===== src/rtl/imem_loader_pkg.sv =====
// imem_loader_pkg: shared FSM state type and stream byte-count constants for imem_loader
package imem_loader_pkg;
  typedef enum logic [2:0] {IDLE, LEN0, LEN1, DATA, WRITE, CHK, DONE} state_t;
  localparam int LEN_BYTES = 2;
  localparam int CHK_BYTES = 1;
  localparam int WORD_BYTES = 4;
  localparam int LEN_W = 8 * LEN_BYTES;
endpackage


===== src/rtl/imem_loader.sv =====
// imem_loader: loads a length-prefixed little-endian byte stream into instruction memory
//   clk, reset_n (async active-low)        start: begin a session (IDLE only)
//   in_data/in_valid/in_ready: byte stream  mem_we/mem_addr/mem_wdata: word write port
//   busy: not IDLE (holds CPU in reset)     done: end-of-session pulse   err: sticky error
//   Optional macro IMEM_LOADER_CHKSUM_EN adds a trailing checksum byte (CHK state).
module imem_loader
  import imem_loader_pkg::*;
#(
  parameter int ADDR_W = 8
) (
  input  logic              clk,
  input  logic              reset_n,
  input  logic              start,
  input  logic [7:0]        in_data,
  input  logic              in_valid,
  output logic              in_ready,
  output logic              mem_we,
  output logic [ADDR_W-1:0] mem_addr,
  output logic [31:0]       mem_wdata,
  output logic              busy,
  output logic              done,
  output logic              err
);
  localparam int DEPTH = 2 ** ADDR_W;
  state_t state, nxt;
  logic [LEN_W-1:0] len, n_len;
  logic [1:0] bcnt;
  logic [ADDR_W:0] idx;
  logic acc, last_word, len_bad;
`ifdef IMEM_LOADER_CHKSUM_EN
  logic [8*CHK_BYTES-1:0] sum;
  assign in_ready = state inside {LEN0, LEN1, DATA, CHK};
`else
  assign in_ready = state inside {LEN0, LEN1, DATA};
`endif
  assign acc = in_valid && in_ready;
  assign n_len = {in_data, len[7:0]};
  assign len_bad = int'(n_len) > DEPTH;
  // idx is the index of the word being written; idx+1 words are done after WRITE
  assign last_word = int'(idx) + 1 >= int'(len);
  assign mem_we = state == WRITE;
  assign mem_addr = idx[ADDR_W-1:0];
  assign busy = state != IDLE;
  assign done = state == DONE;
  always_ff @(posedge clk or negedge reset_n)
    if (!reset_n) state <= IDLE;
    else state <= nxt;
  always_comb begin
    nxt = state;
    case (state)
      IDLE:  nxt = start ? LEN0 : IDLE;
      LEN0:  nxt = acc ? LEN1 : LEN0;
      LEN1:  nxt = !acc ? LEN1 : (n_len == '0 || len_bad) ? DONE : DATA;
      DATA:  nxt = (acc && bcnt == 2'(WORD_BYTES - 1)) ? WRITE : DATA;
`ifdef IMEM_LOADER_CHKSUM_EN
      WRITE: nxt = last_word ? CHK : DATA;
      CHK:   nxt = acc ? DONE : CHK;
`else
      WRITE: nxt = last_word ? DONE : DATA;
`endif
      default: nxt = IDLE;
    endcase
  end
  always_ff @(posedge clk or negedge reset_n)
    if (!reset_n) begin
      len <= '0;
      bcnt <= '0;
      idx <= '0;
      mem_wdata <= '0;
      err <= 1'b0;
`ifdef IMEM_LOADER_CHKSUM_EN
      sum <= '0;
`endif
    end else begin
      if (state == IDLE && start) begin
        bcnt <= '0;
        idx <= '0;
        err <= 1'b0;
`ifdef IMEM_LOADER_CHKSUM_EN
        sum <= '0;
`endif
      end
      if (acc && state == LEN0) len[7:0] <= in_data;
      if (acc && state == LEN1) len[15:8] <= in_data;
      if (acc && state == LEN1 && len_bad) err <= 1'b1;
      // first byte ends up in [7:0] after four right-shifts
      if (acc && state == DATA) begin
        mem_wdata <= {in_data, mem_wdata[31:8]};
        bcnt <= bcnt + 2'd1;
`ifdef IMEM_LOADER_CHKSUM_EN
        sum <= sum + in_data;
`endif
      end
      if (state == WRITE) idx <= idx + 1'b1;
`ifdef IMEM_LOADER_CHKSUM_EN
      if (acc && state == CHK && 8'(sum + in_data) != 8'h00) err <= 1'b1;
`endif
    end
endmodule


===== config.mk =====
export PLATFORM = sky130hd
export DESIGN_NAME = imem_loader
export DESIGN_NICKNAME = d
export VERILOG_FILES = /design/src/rtl/imem_loader_pkg.sv /design/src/rtl/imem_loader.sv
export SDC_FILE = /design/constraint.sdc
export NUM_CORES = 1
export LEC_CHECK = 0
export ABC_AREA = 1
export BUFFER_PORTS_ARGS = -buffer_cell sky130_fd_sc_hd__buf_2
export CORE_MARGIN = 2
export CORE_UTILIZATION = 45
export CTS_CLUSTER_DIAMETER = 120
export DETAILED_ROUTE_END_ITERATION = 7
export PLACE_DENSITY = 0.66
export SLEW_MARGIN = 30
export SYNTH_ARGS = -nofsm -noshare
export SYNTH_HDL_FRONTEND = slang
export SYNTH_SLANG_ARGS = --single-unit

===== constraint.sdc =====
create_clock -name clk -period 1.95 [get_ports clk]
set_input_delay 0.2925 -clock clk [delete_from_list [all_inputs] [get_ports clk]]
set_output_delay 0.2925 -clock clk [all_outputs]
set_load 0.02 [all_outputs]

== Word level (Yosys, flattened, before mapping) ==
Cells that the tools add are included.

* Word-level logic and storage cells: 46
* Bits of input ports: 12
* Bits in registers: 63
* Output and inout port bits: 45

* Add/subtract/negate cells: 3
* Muxes and demuxes: 13
* Order comparisons: 2
* Equality and inequality tests: 6
* Reduce and logical (&&, ||, !) cells: 15

{| class="wikitable"
|+ Operators by type and width
! cell !! count
|-
| $mux W9 || 2
|-
| $ge A10 B16 Y1 || 1
|-
| $gt A16 B9 Y1 const B || 1
|-
| $logic_not A16 Y1 || 1
|-
| $pmux W3 S5 || 1
|-
| $mux W3 || 4
|-
| $add A9 B1 Y10 const B || 1
|-
| $add A9 B1 Y9 const B || 1
|-
| $logic_and A1 B1 Y1 || 7
|-
| $eq A3 B2 Y1 const B || 2
|-
| $eq A3 B3 Y1 const B || 2
|-
| $mux W2 || 3
|-
| $reduce_bool A2 Y1 || 3
|-
| $reduce_bool A3 Y1 || 2
|-
| $eq A3 B1 Y1 const B || 1
|-
| $logic_not A3 Y1 || 1
|-
| $mux W1 || 3
|-
| $add A2 B1 Y2 const B || 1
|-
| $eq A2 B2 Y1 const B || 1
|-
| $logic_or A1 B1 Y1 || 1
|}

== Logic depth before layout (Yosys ltp) ==
Gate-level depths: netlist (run 1).

* Depth in word-level cells: 6
* Mapped depth: 20
* Mapped depth without buffers: 20

== Worst setup path after synthesis (run 1) ==
Ideal clock, no wire load.

* Kind: register to register
* Start: register idx[0]
* End: register state[2]
* Clock period less this slack: 2.047 ns
* Arrival: 1.923 ns
* Cell stages (with the launch flop): 20
* Setup slack: -0.097 ns
* Required time: 1.826 ns
* Cell sequence: dfrtp_1 > ha_1 > nand2_1 > inv_2 > nand2_1 > nor2_2 > inv_2 > o21ai_0 > inv_1 > ha_1 > nand2_1 > inv_1 > nand2_1 > nand2_1 > nor2_1 > nand2_1 > nand2_1 > nand2_1 > nand2_1 > nand3_1

* Longest elaborated chain between the ends: 4

{| class="wikitable"
|+ RTL lines
! element !! RTL line !! RTL
|-
| start: declaration || imem_loader.sv:28 || <nowiki>logic [ADDR_W:0] idx;</nowiki>
|-
| start signal: assignment || imem_loader.sv:94 || <nowiki>if (state == WRITE) idx <= idx + 1'b1;</nowiki>
|-
| $add A9 B1 Y10 || imem_loader.sv:40 || <nowiki>assign last_word = int'(idx) + 1 >= int'(len);</nowiki>
|-
| $ge A10 B16 Y1 || imem_loader.sv:40 ||
|-
| $mux W3 || imem_loader.sv:59 || <nowiki>WRITE: nxt = last_word ? DONE : DATA;</nowiki>
|-
| $pmux W3 S5 || imem_loader.sv:50 || <nowiki>case (state)</nowiki>
|-
| via nxt[2] || imem_loader.sv:25 || <nowiki>state_t state, nxt;</nowiki>
|-
| end signal: assignment || imem_loader.sv:47 || <nowiki>else state <= nxt;</nowiki>
|-
| end: declaration || imem_loader.sv:25 ||
|}

The timed path passes the listed nets, and every way through them passes these cells.
A chain may end at the register's enable or synchronous reset.

== Worst setup path in the final report (run 1) ==
* Start: register idx[1]
* End: register state[2]

Same word-level chain as after synthesis.

==> key figures, run 1 <==
Place
  – Dpl ws: -213.5 ps
  – GP Congestion: 0.8299
  – Port bufs: 56
  – Cells after DPL: 505
  – Detail Placement HPWL: between 4 and 5 mm

Floorplanning
  – # rows: 30
  – Initial Util: 46.20%
  – # IOs: 57
  – Die Ht: roughly 87 µm
  – Die W: 87.06 µm
  – Die area: 7579 µm²
  – Core area: around 6700 µm²

Timing
  – # setup viols final: 2
  – Max-slew headroom: 68.93%
  – Final WS setup: -188.6 ps
  – Period Utilization, post-route: 109.7%
  – Final hold vios: 0
  – Slew Viols, Final: 0
  – RSZ-0062 raised after global routing: yes
  – Clock skew: 6.711 ps
  – Worst slew pin tran: about 470 ps
  – Minimum clock period: 2139 ps
  – Achievable Freq: 0.4676 GHz

Route
  – Vias: 2499
  – DRC: 0
  – Routed Antenna Nets: 0
  – Wire per inst: 12.41 µm
  – DRT iter0 DRCs: 144
  – Detailed Routing Iterations Pass 1: 4
  – DR vias/cell: 4.733
  – Final WL: 6.552 mm

Clocking
  – Root Buffer: clkbuf_8
  – H-tree Lvls: 3
  – Clock Path Buffers: 2
  – CTS Buf Count: 9
  – Worst-path clk slew: 70 ps
  – Clock sinks: 63
  – TritonCTS clock tree: done
  – Clk_lat worst skew: 340 ps

Min path
  – Worst hold start: in_data[7]
  – Worst hold path cell count: 3
  – Min-Delay Endpoint: len[15]$_DFFE_PN0P_
  – Type of the worst min-delay path: input port to flop

Critical path
  – Worst reg2reg path depth: 15
  – FF-to-FF End: state[2]$_DFF_PN0_
  – Startpoint types: flop
  – Worst reg2reg path startpoint: idx[1]$_DFFE_PN0P_
  – Max FO, Critical Path: 4
  – Worst Setup End Kind: flop
  – Critical path, cell by cell: nand3_1 > nor2_4 > nand4_1 > xor2_1 > ha_1 > nand2_1 > inv_2 > nand2_2 > nor2_1 > nor2_1 > nand2_1 > nand2_2 > nand2_2 > nand2_1 > nand3_1
  – Required @ worst endpoint: 2180 ps
  – Critical Path AT: 2370 ps
  – R2r setup slk: -190 ps
  – Crit-path max cell delay: 420 ps
  – Critical path type: flop to flop
  – WP buf/inv: 1
  – Critical path's top delay family: simple AND/OR/NAND/NOR gates
  – Highest-delay cell along the critical path: dfrtp_1

Cells and area
  – Layout area overhead: 21.44%
  – Nets: 467
  – Cell Count, Final, Fillers Out: 528
  – N_diodes: 0
  – Most frequent cells in the layout: 112 x nand2_1, 63 x dfrtp_1, 56 x buf_2, 46 x inv_1, 26 x nor2_1
  – Proportion of layout cells with a drive suffix above 1: between 20% and 30%
  – Final Util: 56.11%
  – Commonest non-fill, non-tap cell in the layout: nand2_1

Logic synthesis
  – Top FF cell, synth: dfrtp_1
  – Yosys cell types: 28
  – Mapped Avg Cell Area: 8.300 µm²
  – Sequential area share after synthesis: 50.79%
  – Syn Nets: 398
  – Yosys warnings: 0
  – Flops & latches, synth: 63
  – Asr flop ratio synth: 100.0%
  – Number of synthesized flops with an enable pin: 0
  – Area of the mapped netlist: a little over 3000 µm²
  – Post-Syn Instances: 374

Power
  – VDD IR max: 0.5425 mV
  – Power per Cell Area: between 1000 and 1500 nW/µm²
  – Final Power: approximately 0.0053 W
  – Leak pwr: 2.105 nW

Global routing
  – Initial antenna violation count: 0
  – Vias in the first global route: between 2000 and 2500
  – Global-route wire length before repair: 10.70 mm
  – Largest net degree at the start of global routing: 45
  – GRT Residual Overflow: 0
  – GRT Resource Usage Total: 18.40%

Outcome
  – Status: finished, violations left
  – Failing checks: negative setup slack

Job
  – Max-Cap Viols: 0
[worst reg2reg max path, cell delays in order, from the launching register on]
cell	delay (ps)
dfrtp_1	420
nand3_1	190
nor2_4	150
nand4_1	130
xor2_1	240
ha_1	280
nand2_1	80
inv_2	40
nand2_2	50
nor2_1	40
nor2_1	90
nand2_1	60
nand2_2	80
nand2_2	50
nand2_1	50
nand3_1	60
[logic make-up after synthesis]
group                      after synthesis  share of synthesized area (%)
AOI/OAI and AO/OA                       52                          9.069
xor gates and xnor gates                 2                         0.5644
adders and majority gates               12                          4.837
buffers and inverters                   71                          10.36
DFF                                     63                          50.79
and+or+nand+nor                        174                          24.39
[worst max path at each step]
stage / start / end / slack, ps / cells after the start
6_report: idx[1]$_DFFE_PN0P_ / state[2]$_DFF_PN0_ / -190 / 15
5_1_grt: idx[1]$_DFFE_PN0P_ / state[2]$_DFF_PN0_ / -410 / 15
4_1_cts: idx[1]$_DFFE_PN0P_ / state[0]$_DFF_PN0_ / -170 / 19
3_5_place_dp: idx[1]$_DFFE_PN0P_ / state[2]$_DFF_PN0_ / -210 / 15
3_3_place_gp: idx[2]$_DFFE_PN0P_ / state[2]$_DFF_PN0_ / -90 / 12
2_1_floorplan: idx[0]$_DFFE_PN0P_ / state[2]$_DFF_PN0_ / -20 / 20
[stage by stage]
step	setup TNS, ps	hold WS, ps	instance area [µm²]
floorplan	-21.26	-3.091	3117
global placement	-184.2	270.3	3480
detailed placement	-426.6	270.6	3480
CTS	-344.2	189.2	3734
global route	-794.1	209.2	3770
finish	-352.2	206.1	3770
[flip-flops by register name (all words and copies together), names as in the netlist]
| name | flops |
|---|---|
| err | 1 |
| len | 16 |
| state | 3 |
| bcnt | 2 |
| idx | 9 |
| mem_wdata | 32 |
[metal layers]
layer	vias to the layer above	part of all wire, %	track usage [%]
met5	-	0	0
met4	0	2.1	8.665
met3	12	5.7	4.360
met2	61	45	27.69
met1	1127	48	25.06
li1	1299	-	-
[cell type report]
class / count / area (µm²)
tap: 80 / 100.1
clock buffer: 10 / 137.6
inverter: 55 / 209.0
timing repair buffer: 74 / 430.4
clock inverter: 6 / 68.82
sequential: 63 / 1577
multi-input combinational: 240 / 1247
fill: 629 / 2949
[timing repair]
action / in CTS / in global routing
pin swaps: 1 / 4
gates resized for setup: 3 / 7
endpoints found under the setup margin: 2 / 2
hold endpoints to repair: 19 / 0
buffers inserted: 4 / 2
hold buffers: 1 / 0
[power by group]
| group | internal (W) | switching [W] | total [W] |
|---|---|---|---|
| clock | 0.000631 | 0.000537 | 0.00117 |
| combinational | 0.000725 | 0.00136 | 0.00208 |
| sequential | 0.00178 | 0.000288 | 0.00206 |
[cell usage after synthesis, types with 3 or more instances]
cell type / instances / area, µm²
ha_1: 12 / 150.1
buf_2: 6 / 30.03
nor2_1: 27 / 101.4
buf_4: 8 / 60.06
nand2_1: 118 / 442.9
nand4_1: 4 / 25.02
dfrtp_1: 63 / 1577
inv_2: 7 / 26.28
inv_1: 47 / 176.4
o22ai_1: 4 / 25.02
o21ai_0: 13 / 65.06
o21ai_1: 21 / 105.1
nand3_1: 8 / 40.04
nand2_2: 3 / 18.77
nor2_4: 5 / 56.30
a21oi_1: 10 / 50.05
(Power assumes the default switching activity.)
==> inputs of run 2 (changes only) <==
--- a/config.mk
+++ b/config.mk
@@ -11,6 +11,7 @@
 export CORE_UTILIZATION = 45
 export CTS_CLUSTER_DIAMETER = 120
 export DETAILED_ROUTE_END_ITERATION = 7
+export MAX_ROUTING_LAYER = met4
 export PLACE_DENSITY = 0.66
 export SLEW_MARGIN = 30
 export SYNTH_ARGS = -nofsm -noshare
==> run 2 against run 1 <==
Worst hold slack got worse by 3.4 ps. First-iteration DRC count increased by 9.7%. Die area unchanged. Register-to-register slack about the same. Sequential power about the same. The run still ends with negative setup slack left. Fmax about the same. Global-route usage increased by 0.48 points. Combinational power about the same. Clock skew increased by 1.8 ps. Non-clock buffer count unchanged.
==> key figures, run 2 (synthesis results as in run 1) <==
Timing
  – Setup TNS: -351.8 ps (was -352.2 ps)
  – Minimum clock period: 2138 ps (was 2139 ps)
  – Slew Viols, Final: 0 (unchanged)
  – Clock skew: 8.504 ps (was 6.711 ps)
  – Period Utilization, post-route: 109.7% (about the same)
  – Achievable Freq: 0.4677 GHz (was 0.4676 GHz)
  – # setup viols final: 2 (unchanged)
  – Max-slew headroom: 68.92% (was 68.93%)
  – RSZ-0062 raised after global routing: yes (unchanged)
  – Final WS setup: -188.3 ps (was -188.6 ps)
  – Worst slew pin tran: 466.1 ps (about the same)
  – Final hold vios: 0 (unchanged)

Critical path
  – CP Launch Point: idx[1]$_DFFE_PN0P_ (unchanged)
  – Worst Setup End Kind: flop (unchanged)
  – Crit-path max cell delay: 420 ps (about the same)
  – Required @ worst endpoint: 2180 ps (about the same)
  – Max FO, Critical Path: 4 (unchanged)
  – Worst reg2reg path startpoint: idx[1]$_DFFE_PN0P_ (unchanged)
  – Critical Path AT: 2370 ps (about the same)
  – Critical path capture point: state[2]$_DFF_PN0_ (unchanged)
  – Critical path type: flop to flop (unchanged)
  – R2r setup slk: -190 ps (about the same)
  – Critical path, cell by cell: nand3_1 > nor2_4 > nand4_1 > xor2_1 > ha_1 > nand2_1 > inv_2 > nand2_2 > nor2_1 > nor2_1 > nand2_1 > nand2_2 > nand2_2 > nand2_1 > nand3_1 (unchanged)
  – Startpoint types: flop (unchanged)
  – FF-to-FF End: state[2]$_DFF_PN0_ (unchanged)
  – Highest-delay cell along the critical path: dfrtp_1 (unchanged)
  – Worst reg2reg path depth: 15 (unchanged)

Cells and area
  – Commonest non-fill, non-tap cell in the layout: nand2_1 (unchanged)
  – Largest registers: mem_wdata (32), len (16), idx (9) (unchanged)
  – Max FFs per register: 32 (unchanged)
  – Register with the most flip-flops: mem_wdata (unchanged)
  – Proportion of layout cells with a drive suffix above 1: 27.90% (unchanged)
  – N_diodes: 0 (unchanged)
  – Nets: 467 (unchanged)
  – Cell Count, Final, Fillers Out: 528 (unchanged)
  – Layout area overhead: 21.44% (unchanged)
  – Most frequent cells in the layout: 112 x nand2_1, 63 x dfrtp_1, 56 x buf_2, 46 x inv_1, 26 x nor2_1 (unchanged)

Route
  – DRT iter0 DRCs: 158 (was 144)
  – Detailed Routing Iterations Pass 1: 5 (was 4)
  – Routed Antenna Nets: 0 (unchanged)
  – Wire per inst: 12.41 µm (about the same)
  – Final WL: 6.551 mm (was 6.552 mm)
  – Vias: 2500 (was 2499)
  – DRC: 0 (unchanged)
  – DR vias/cell: 4.735 (was 4.733)

Place
  – Detail Placement HPWL: 4.825 mm (unchanged)
  – Port bufs: 56 (unchanged)
  – GP Congestion: 0.8425 (was 0.8299)
  – Cells after DPL: 505 (unchanged)

Clocking
  – H-tree Lvls: 3 (unchanged)
  – Worst-path clk slew: 70 ps (about the same)
  – TritonCTS clock tree: done (unchanged)
  – Clk_lat worst skew: 350 ps (was 340 ps)
  – Clock Path Buffers: 2 (unchanged)
  – Root Buffer: clkbuf_8 (unchanged)
  – CTS Buf Count: 9 (unchanged)
  – Clock sinks: 63 (unchanged)

Power
  – Power per Cell Area: 1410 nW/µm² (was 1409 nW/µm²)
  – VDD IR max: 0.5445 mV (was 0.5425 mV)
  – Leak pwr: 2.105 nW (unchanged)

Floorplanning
  – Initial Util: 46.20% (unchanged)
  – Core area: 6719 µm² (unchanged)
  – Die W: 87.06 µm (unchanged)
  – Die area: 7579 µm² (unchanged)
  – # IOs: 57 (unchanged)
  – # rows: 30 (unchanged)
  – Die Ht: 87.06 µm (unchanged)

Global routing
  – GRT Residual Overflow: 0 (unchanged)
  – Largest net degree at the start of global routing: 45 (unchanged)
  – Initial antenna violation count: 0 (unchanged)
  – Vias in the first global route: 2290 (was 2296)
  – GRT Resource Usage Total: 18.88% (was 18.40%)
  – Global-route wire length before repair: 10.67 mm (was 10.70 mm)

Outcome
  – Failing checks: negative setup slack (unchanged)
  – Status: finished, violations left (unchanged)

Job
  – Max-Cap Viols: 0 (unchanged)

Min path
  – Type of the worst min-delay path: input port to flop (unchanged)
==> run 2: cell counts in the layout (fill, tap and decap cells not counted) <==
Identical to the previous run, type by type.
==> run 2: worst max-delay path, delay by kind of cell, from the launching register on <==
family        cells  cell delay, ps
flops             1             420
fa+ha+maj         1             280
xor+xnor          1             240
buf+inv           1              40
simple gates     12            1030
==> run 2: how the worst min path moves through the flow <==
| stage | start | endpoint | slack [ps] | cells after the start |
|---|---|---|---|---|
| finish | in_data[7] | len[15]$_DFFE_PN0P_ | 200 | 3 |
| global route | in_data[6] | mem_wdata[30]$_DFFE_PN0P_ | 210 | 3 |
| detailed placement | reset_n | mem_wdata[6]$_DFFE_PN0P_ | 270 | 1 |
| floorplan | reset_n | bcnt[0]$_DFFE_PN0P_ | -3 | 0 |
| CTS | in_data[7] | len[15]$_DFFE_PN0P_ | 190 | 3 |
| global placement | reset_n | mem_wdata[6]$_DFFE_PN0P_ | 270 | 1 |
==> run 2: power by group <==
part,switching (W),internal (W)
clock,0.000542,0.000631
sequential,0.000287,0.00178
combinational,0.00135,0.000725
total,0.00218,0.00313
==> run 2: layout make-up <==
type / count / area (µm²)
Multi-Input combinational cell: 240 / 1247
Clock buffer: 10 / 137.6
Inverter: 55 / 209.0
Sequential cell: 63 / 1577
Timing Repair Buffer: 74 / 430.4
Tap cell: 80 / 100.1
Clock inverter: 6 / 68.82
Fill cell: 629 / 2949
==> run 2: timing repair <==
action | 4_1_cts | 5_1_grt
gates cloned | 0 | 0
hold buffers | 1 | 0
buffers inserted | 4 | 2
endpoints found under the setup margin | 2 | 2
endpoints found under the hold margin | 19 | 0
gates resized for setup | 3 | 7
pin swaps | 1 | 4
==> run 2: per-layer routing <==
layer  up-vias  wire, µm  track usage [%]
met1      1132      3161            24.88
li1       1303         -                -
met4         0        81            8.807
met2        57      2949            27.62
met5         -         0                -
met3         8       359            4.360
==> run 2: per-stage QoR <==
stage	setup slack (ps)	instance area, µm²	hold slack [ps]	utilization [%]	power (W)
after floorplan	-21.26	3117	-3.091	-	0.003497
after global placement	-92.18	3480	270.3	51.79	0.004067
after detailed placement	-213.5	3480	270.6	51.79	0.004139
after CTS	-173.1	3734	189.2	55.57	0.005339
after global routing	-407.4	3770	209.2	56.11	0.005702
final	-188.3	3770	202.7	56.11	0.005315
==> inputs of run 3 (changes only) <==
--- a/config.mk
+++ b/config.mk
@@ -13,6 +13,7 @@
 export DETAILED_ROUTE_END_ITERATION = 7
 export MAX_ROUTING_LAYER = met4
 export PLACE_DENSITY = 0.66
+export SKIP_CTS_REPAIR_TIMING = 1
 export SLEW_MARGIN = 30
 export SYNTH_ARGS = -nofsm -noshare
 export SYNTH_HDL_FRONTEND = slang
==> constraint.sdc (replaced) <==
create_clock -name clk -period 1.8 [get_ports clk]
set_input_delay 0.27 -clock clk [delete_from_list [all_inputs] [get_ports clk]]
set_output_delay 0.27 -clock clk [all_outputs]
set_load 0.02 [all_outputs]
==> run 3 against run 2 <==
The flow still finishes with violations (negative setup slack). Final cell count decreased by 0.19%. Clock power increased by 30%. Via count increased by 3.0%. Critical path depth increased by 4. Routed wire length increased by 1.7%. Clock skew decreased by 0.95 ps. Cell area increased by 1.3%. Core utilization increased by 0.71 points. Non-clock buffer count unchanged. Die area unchanged. Sequential cell count unchanged.
==> key figures, run 3 (synthesis results as in run 1) <==
Place
  – GP Congestion: 0.8465 (was 0.8425)
  – Detail Placement HPWL: 4.707 mm (was 4.825 mm)
  – Port bufs: 56 (unchanged)

Outcome
  – Status: finished, violations left (unchanged)
  – Failing checks: negative setup slack (unchanged)

Floorplanning
  – Die W: 87.06 µm (unchanged)
  – Die Ht: 87.06 µm (unchanged)
  – Core area: 6719 µm² (unchanged)
  – # IOs: 57 (unchanged)
  – Initial Util: 46.20% (unchanged)
  – # rows: 30 (unchanged)
  – Die area: 7579 µm² (unchanged)

Clocking
  – TritonCTS clock tree: done (unchanged)
  – CTS Buf Count: 9 (unchanged)
  – Clock sinks: 63 (unchanged)
  – Clock Path Buffers: 2 (unchanged)
  – H-tree Lvls: 3 (unchanged)
  – Root Buffer: clkbuf_8 (unchanged)
  – Worst-path clk slew: 70 ps (about the same)
  – Clk_lat worst skew: 350 ps (about the same)

Cells and area
  – Register with the most flip-flops: mem_wdata (unchanged)
  – N_diodes: 0 (unchanged)
  – Proportion of layout cells with a drive suffix above 1: 27.52% (was 27.90%)
  – Commonest non-fill, non-tap cell in the layout: nand2_1 (unchanged)
  – Largest registers: mem_wdata (32), len (16), idx (9) (unchanged)
  – Layout area overhead: 22.97% (was 21.44%)
  – Nets: 467 (unchanged)
  – FF/Latch Area: 1577 µm² (unchanged)
  – Max FFs per register: 32 (unchanged)
  – Most frequent cells in the layout: 115 x nand2_1, 63 x dfrtp_1, 56 x buf_2, 46 x inv_1, 26 x nor2_1 (was 112 x nand2_1, 63 x dfrtp_1, 56 x buf_2, 46 x inv_1, 26 x nor2_1)
  – Fill cells: 622 (was 629)
  – Multi-input logic area: 1255 µm² (was 1247 µm²)
  – Final Util: 56.82% (was 56.11%)

Global routing
  – Largest net degree at the start of global routing: 64 (was 45)
  – Global-route wire length before repair: 10.98 mm (was 10.67 mm)
  – GRT Residual Overflow: 0 (unchanged)
  – Vias in the first global route: 2409 (was 2290)
  – GRT Resource Usage Total: 19.33% (was 18.88%)
  – Initial antenna violation count: 0 (unchanged)

Power
  – Power per Cell Area: 1572 nW/µm² (was 1410 nW/µm²)
  – VDD IR max: 0.5422 mV (was 0.5445 mV)
  – Leak pwr: 2.119 nW (was 2.105 nW)

Route
  – DRT iter0 DRCs: 148 (was 158)
  – Routed Antenna Nets: 0 (unchanged)
  – Final WL: 6.663 mm (was 6.551 mm)
  – Wire per inst: 12.64 µm (was 12.41 µm)
  – Detailed Routing Iterations Pass 1: 4 (was 5)
  – DR vias/cell: 4.888 (was 4.735)
  – DRC: 0 (unchanged)
  – Vias: 2576 (was 2500)

Critical path
  – Startpoint types: flop (unchanged)
  – Required @ worst endpoint: 2080 ps (was 2180 ps)
  – CP Launch Point: idx[1]$_DFFE_PN0P_ (unchanged)
  – Worst reg2reg path startpoint: idx[1]$_DFFE_PN0P_ (unchanged)
  – Critical Path AT: 2430 ps (was 2370 ps)
  – Worst Setup End Kind: flop (unchanged)
  – Max FO, Critical Path: 4 (unchanged)
  – Critical path type: flop to flop (unchanged)

Timing
  – Max-slew headroom: 76.73% (was 68.92%)
  – Final WS setup: -349.3 ps (was -188.3 ps)
  – # setup viols final: 2 (unchanged)
  – RSZ-0062 raised after global routing: yes (unchanged)
  – Achievable Freq: 0.4653 GHz (was 0.4677 GHz)
  – Worst slew pin tran: 349.1 ps (was 466.1 ps)
  – Clock skew: 7.558 ps (was 8.504 ps)
  – Final hold vios: 0 (unchanged)
  – Minimum clock period: 2149 ps (was 2138 ps)
  – Slew Viols, Final: 0 (unchanged)
  – Period Utilization, post-route: 119.4% (was 109.7%)
  – Setup TNS: -691.0 ps (was -351.8 ps)

Min path
  – Worst hold start: in_data[6] (was in_data[7])
  – Type of the worst min-delay path: input port to flop (unchanged)

Job
  – Max-Cap Viols: 0 (unchanged)
[run 3: where the power goes]
group	switching, W	internal, W
combinational	0.00146	0.000776
sequential	0.000326	0.00192
clock	0.000563	0.000952
[run 3: layout make-up]
class                           instances  area share [%]
Timing Repair Buffer                   74           11.28
Inverter                               55           5.539
Clock buffer                           10           3.605
Multi-Input combinational cell        240           32.87
Tap cell                               80           2.622
Clock inverter                          5           2.786
Sequential cell                        63           41.30
[run 3: metrics by stage]
stage / worst slack [ps] / cells / power [W] / area, µm² / hold slack, ps
2_1_floorplan: -171.3 / 374 / 0.003788 / 3117 / -25.59
3_3_place_gp: -306.8 / 508 / 0.004409 / 3502 / 309.7
3_5_place_dp: -460.7 / 508 / 0.004473 / 3502 / 310.0
4_1_cts: -468.7 / 523 / 0.006011 / 3746 / -70.70
5_1_grt: -530.0 / 527 / 0.006449 / 3817 / 183.5
6_report: -349.3 / 527 / 0.006002 / 3817 / 186.2
[run 3: critical path: stages (launching register included)]
cell and delay, ps:
dfrtp_1 410, ha_2 210, nand2_1 60, inv_2 60
nand2_2 50, nor2_2 80, inv_2 70, o21ai_2 120
o21ai_2 80, inv_1 60, ha_1 210, nand2_1 70
inv_2 40, nand2_1 50, nand2_1 40, nor2_1 100
nand2_1 70, nand2_2 90, nand3_2 80, a21oi_2 140
[run 3: metal layers]
metal	part of all wire, %	global-route usage [%]
met1	47	26.08
met2	46	27.69
met3	4.8	3.602
met4	2.3	10.09
met5	0	-
[run 3: path summary, 6_finish.rpt]
kind	slack, ps	endpoint	depth (start not counted)
max in group asynchronous	1070	idx[1]$_DFFE_PN0P_	3
hold / removal	190	mem_wdata[30]$_DFFE_PN0P_	3
hold reg to reg	480	mem_wdata[1]$_DFFE_PN0P_	2
setup reg to reg	-350	state[0]$_DFF_PN0_	19
setup / recovery	-350	state[0]$_DFF_PN0_	19
min in group asynchronous	450	mem_wdata[7]$_DFFE_PN0P_	3
